**src/rtl/tff_bank_debounced.sv**
```systemverilog
// rtl/tff_bank_debounced.sv - bank of debounced push-button toggle flip-flops
// Each channel: 2-flop synchroniser, counter debouncer, press detector, mode-selectable q register.
module tff_bank_debounced #(
  parameter int                    CHANNELS        = 4,
  parameter int                    DEBOUNCE_CYCLES = 16,
  parameter logic [CHANNELS-1:0]   RESET_Q         = {CHANNELS{1'b0}}
) (
  input  logic                clk,
  input  logic                rst,
  input  logic                en,
  input  logic [1:0]          mode,
  input  logic [CHANNELS-1:0] btn,
  input  logic [CHANNELS-1:0] clr,
  input  logic [CHANNELS-1:0] pre,
  output logic [CHANNELS-1:0] q,
  output logic [CHANNELS-1:0] q_n,
  output logic [CHANNELS-1:0] press_pulse
);

  typedef enum logic [1:0] {
    MODE_TOGGLE  = 2'b00,
    MODE_SET     = 2'b01,
    MODE_FOLLOW  = 2'b10,
    MODE_ONESHOT = 2'b11
  } mode_t;

  localparam int            CW   = $clog2(DEBOUNCE_CYCLES + 1);
  localparam logic [CW-1:0] LAST = CW'(DEBOUNCE_CYCLES - 1);

  logic [CHANNELS-1:0] s1, s2;
  logic [CHANNELS-1:0] db, db_nxt;
  logic [CHANNELS-1:0] rise;
  logic [CHANNELS-1:0] q_nxt;
  logic [CW-1:0]       cnt     [CHANNELS];
  logic [CW-1:0]       cnt_nxt [CHANNELS];
  mode_t               mode_sel;

  assign mode_sel = mode_t'(mode);

  always_comb begin
    db_nxt = db;
    rise   = '0;
    q_nxt  = q;
    for (int i = 0; i < CHANNELS; i++) begin
      cnt_nxt[i] = '0;
      if (s2[i] != db[i]) begin
        if (cnt[i] == LAST) begin
          db_nxt[i] = s2[i];
        end else begin
          cnt_nxt[i] = cnt[i] + CW'(1);
        end
      end
      // A press is the debounced level rising on this edge.
      rise[i] = ~db[i] & db_nxt[i];

      if (clr[i]) begin
        q_nxt[i] = 1'b0;
      end else if (pre[i]) begin
        q_nxt[i] = 1'b1;
      end else if (en) begin
        case (mode_sel)
          MODE_TOGGLE:  q_nxt[i] = rise[i] ? ~q[i] : q[i];
          MODE_SET:     q_nxt[i] = rise[i] ? 1'b1 : q[i];
          MODE_FOLLOW:  q_nxt[i] = db_nxt[i];
          MODE_ONESHOT: q_nxt[i] = rise[i];
          default:      q_nxt[i] = q[i];
        endcase
      end
    end
  end

  always_ff @(posedge clk) begin
    if (rst) begin
      s1          <= '0;
      s2          <= '0;
      db          <= '0;
      press_pulse <= '0;
      q           <= RESET_Q;
      for (int i = 0; i < CHANNELS; i++) begin
        cnt[i] <= '0;
      end
    end else begin
      s1          <= btn;
      s2          <= s1;
      db          <= db_nxt;
      press_pulse <= rise;
      q           <= q_nxt;
      for (int i = 0; i < CHANNELS; i++) begin
        cnt[i] <= cnt_nxt[i];
      end
    end
  end

  assign q_n = ~q;

endmodule

```
**config.mk**
```make
export PLATFORM = sky130hd
export DESIGN_NAME = tff_bank_debounced
export DESIGN_NICKNAME = d
export VERILOG_FILES = /design/src/rtl/tff_bank_debounced.sv
export SDC_FILE = /design/constraint.sdc
export NUM_CORES = 1
export LEC_CHECK = 0
export ABC_CLOCK_PERIOD_IN_PS = 2200
export CORE_AREA = 2 2 75 77
export DETAILED_ROUTE_END_ITERATION = 12
export DIE_AREA = 0 0 77 79
export DONT_BUFFER_PORTS = 1
export PLACE_DENSITY = 0.5
export SETUP_SLACK_MARGIN = 0.5
export SYNTH_ARGS = -nofsm -noshare
export SYNTH_HDL_FRONTEND = slang
export SYNTH_SLANG_ARGS = --single-unit
```
**constraint.sdc**
```tcl
create_clock -name clk -period 2.2 [get_ports clk]
set_clock_uncertainty 0.1 [all_clocks]
set_input_delay 0.55 -clock clk [delete_from_list [all_inputs] [get_ports clk]]
set_output_delay 0.55 -clock clk [all_outputs]
set_load 0.01 [all_outputs]
```
==> metrics.txt <==
outcome finished clean; Pwr Density 680 mW/mm^2; Slew headroom 84.2%; commonest non-fill, non-tap cells in the layout 35 x dfxtp_1, 22 x nor2_1, 14 x inv_1, 12 x nor2b_1, 8 x xnor2_1; Initial Util 28.6%; CTS clk-pin slew, worst paths 0.07 ns; Syn Area/Cell 9.66 um^2; Mapped Nets 183; sequential share of the synthesized area 52.5%; CP Class register to register; commonest non-fill, non-tap cell in the layout dfxtp_1; f_max 570 MHz; Die Ht 79 um; grt peak-use layer met2; Leak 0.610 nW; RSZ-0062 raised after global routing yes; Max Cap Violations 0; DR pass1 iterations 4; VDD IR max 0.000193 V; core area 0.00534 mm^2; Synth Cell Area 0.00153 mm^2; Setup crit end kind register; Final ANT Viol Nets 0; Slew @ Worst Pin 0.237 ns; R2R setup slack 0.45 ns; grt met3 use 4.55%; Unique masters post-synth 29; Pint 0.960 mW; Synth warnings 0; nature of the critical path startpoint register; ratio of cells with drive above 1 in the final layout 18.9%; gp weighted congestion 0.701; worst skew pair latency 0.28 ns; vias post-DR 1,035; Final min period 1.75 ns; ANT cells 0; Ports 29; worst hold path type input port to register; Tcrit/Tclk final 79.7%; vias per cell 4.39; Port-buffer cells 0; initial antenna violation count 0; Avg WL per Cell 11.5 um; GRT overflow 0; setup TNS 0 ns; final hold violations 0; CTS Sinks 40; Setup WS pre-CTS 0.391 ns; Die Span X 77 um; met2 usage 15.6%; first-pass GRT wire length 4730 um; Final WS setup 0.447 ns; Sw Pwr 0.253 mW; vias in the first global route 1,064; fin. max-slew vios 0; final setup fails 0; largest net degree at the start of global routing 25; area of the multi-input gates 738 um^2; TritonCTS clock tree done; # rows 27; total power 1.21 mW; met1 Use GR 11.7%; Detail Placement HPWL 1940 um; Switching Share 20.9%; DR iter-0 viols 38; final wirelength 2710 um; storage element area 807 um^2; Flop pwr share 61.7%; fin nets 191; H-Tree Depth 2; number of fill cells 597; clock root cell clkbuf_8; worst path arrival time 1.86 ns; worst-path maximum fanout 3; Comb pwr share 2.9%; clock power share 35.4%; CP required 2.31 ns; Synth Register Bits 40; area delta synth->final 16.8%; die area 0.00608 mm^2; Syn Inst Count 158; CTS Buf Count 5; GRT Total Usage 10.2%; # DRC 0; Bufs on Longest Clock Path 2
-- cells in the mapped netlist --
cell / instances / area, um^2
dfxtp_1: 40 / 801
nor2_1: 22 / 82.6
inv_1: 14 / 52.6
nor2b_1: 12 / 75.1
ha_1: 8 / 100
xnor2_1: 8 / 70.1
nand3_1: 6 / 30.0
nand2_1: 5 / 18.8
and3_1: 4 / 25.0
nor3_1: 4 / 20.0
o21ai_0: 4 / 20.0
or3_1: 4 / 25.0
xor2_1: 4 / 35.0
a211oi_1: 3 / 22.5
a31oi_1: 3 / 18.8
a21oi_1: 2 / 10.0
nand2b_1: 2 / 12.5
nand4_1: 2 / 12.5
a211oi_2: 1 / 12.5
a21o_1: 1 / 7.51
a221o_1: 1 / 10.0
a221o_2: 1 / 11.3
buf_6: 1 / 11.3
clkbuf_1: 1 / 3.75
inv_2: 1 / 3.75
mux2i_1: 1 / 10.0
nand4b_1: 1 / 8.76
o21bai_1: 1 / 7.51
o31a_1: 1 / 8.76
-- worst max-delay path, cell delays in order, from the launching register on --
cell      delay [ns]
dfxtp_2         0.34
ha_4            0.15
and3_4          0.15
ha_4            0.16
mux2i_1         0.13
a21o_1          0.17
a221o_1         0.32
a211oi_2        0.17
-- final timing paths --
check / to / cells past startpoint / from
max reg2reg: q[1]$_SDFFE_PP0P_ / 7 / cnt[1][0]$_SDFF_PP0_
min: q[0]$_SDFFE_PP0P_ / 1 / clr[0]
max: q[1]$_SDFFE_PP0P_ / 7 / cnt[1][0]$_SDFF_PP0_
min reg2reg: cnt[3][0]$_SDFF_PP0_ / 1 / cnt[3][0]$_SDFF_PP0_
-- power by group through the flow --
stage | Sequential, mW | Combinational, mW | Clock, mW
2_1_floorplan | 0.761 | 0.0327 | 0
3_3_place_gp | 0.764 | 0.0314 | 0
3_5_place_dp | 0.764 | 0.0315 | 0
4_1_cts | 0.748 | 0.0353 | 0.455
5_1_grt | 0.750 | 0.0411 | 0.490
6_report | 0.749 | 0.0349 | 0.429
-- area by class of cell --
cell class	instances	share of cell area, %
multi-input combinational	101	41.4
tap	72	5.05
timing repair buffer	3	1.26
sequential	40	45.3
clock buffer	5	3.86
inverter	15	3.16
-- through the flow --
step	instance area, um^2	util, %	hold slack (ns)	std cells
floorplan	1540	-	0.295	158
global placement	1610	30.2	0.302	228
detailed placement	1610	30.2	0.306	228
CTS	1760	32.9	0.209	236
global route	1780	33.4	0.200	236
finish	1780	33.4	0.219	236
-- what timing repair did --
item | in CTS | in global routing
endpoints found under the setup margin | 9 | 12
setup buffers | 3 | 0
gates cloned | 0 | 0
pin swaps | 5 | 4
resized for setup | 11 | 10
hold buffers | 0 | 0
-- state kept, by name, indices dropped and copies added, names as in the netlist --
| name | cells |
|---|---|
| cnt | 20 |
| s1 | 4 |
| s2 | 4 |
| q | 4 |
| press_pulse | 4 |
| db | 4 |
-- per-layer routing --
| metal | vias up | wire length [um] |
|---|---|---|
| met5 | - | 0 |
| met4 | 0 | 67 |
| met3 | 4 | 208 |
| met2 | 30 | 1180 |
| met1 | 460 | 1260 |
| li1 | 541 | - |
-- cells by family after synthesis --
kind of cell | after synthesis | synth area share (%)
AND/OR/NAND/NOR | 62 | 20.3
flip-flops | 40 | 52.5
AO/OA/AOI/OAI | 18 | 8.44
buffers and inverters | 17 | 4.67
XOR/XNOR | 12 | 6.89
adder cells (fa/ha/maj) | 8 | 6.56
multiplexers | 1 | 0.656
Note: power is estimated with default switching activity, not from simulation.
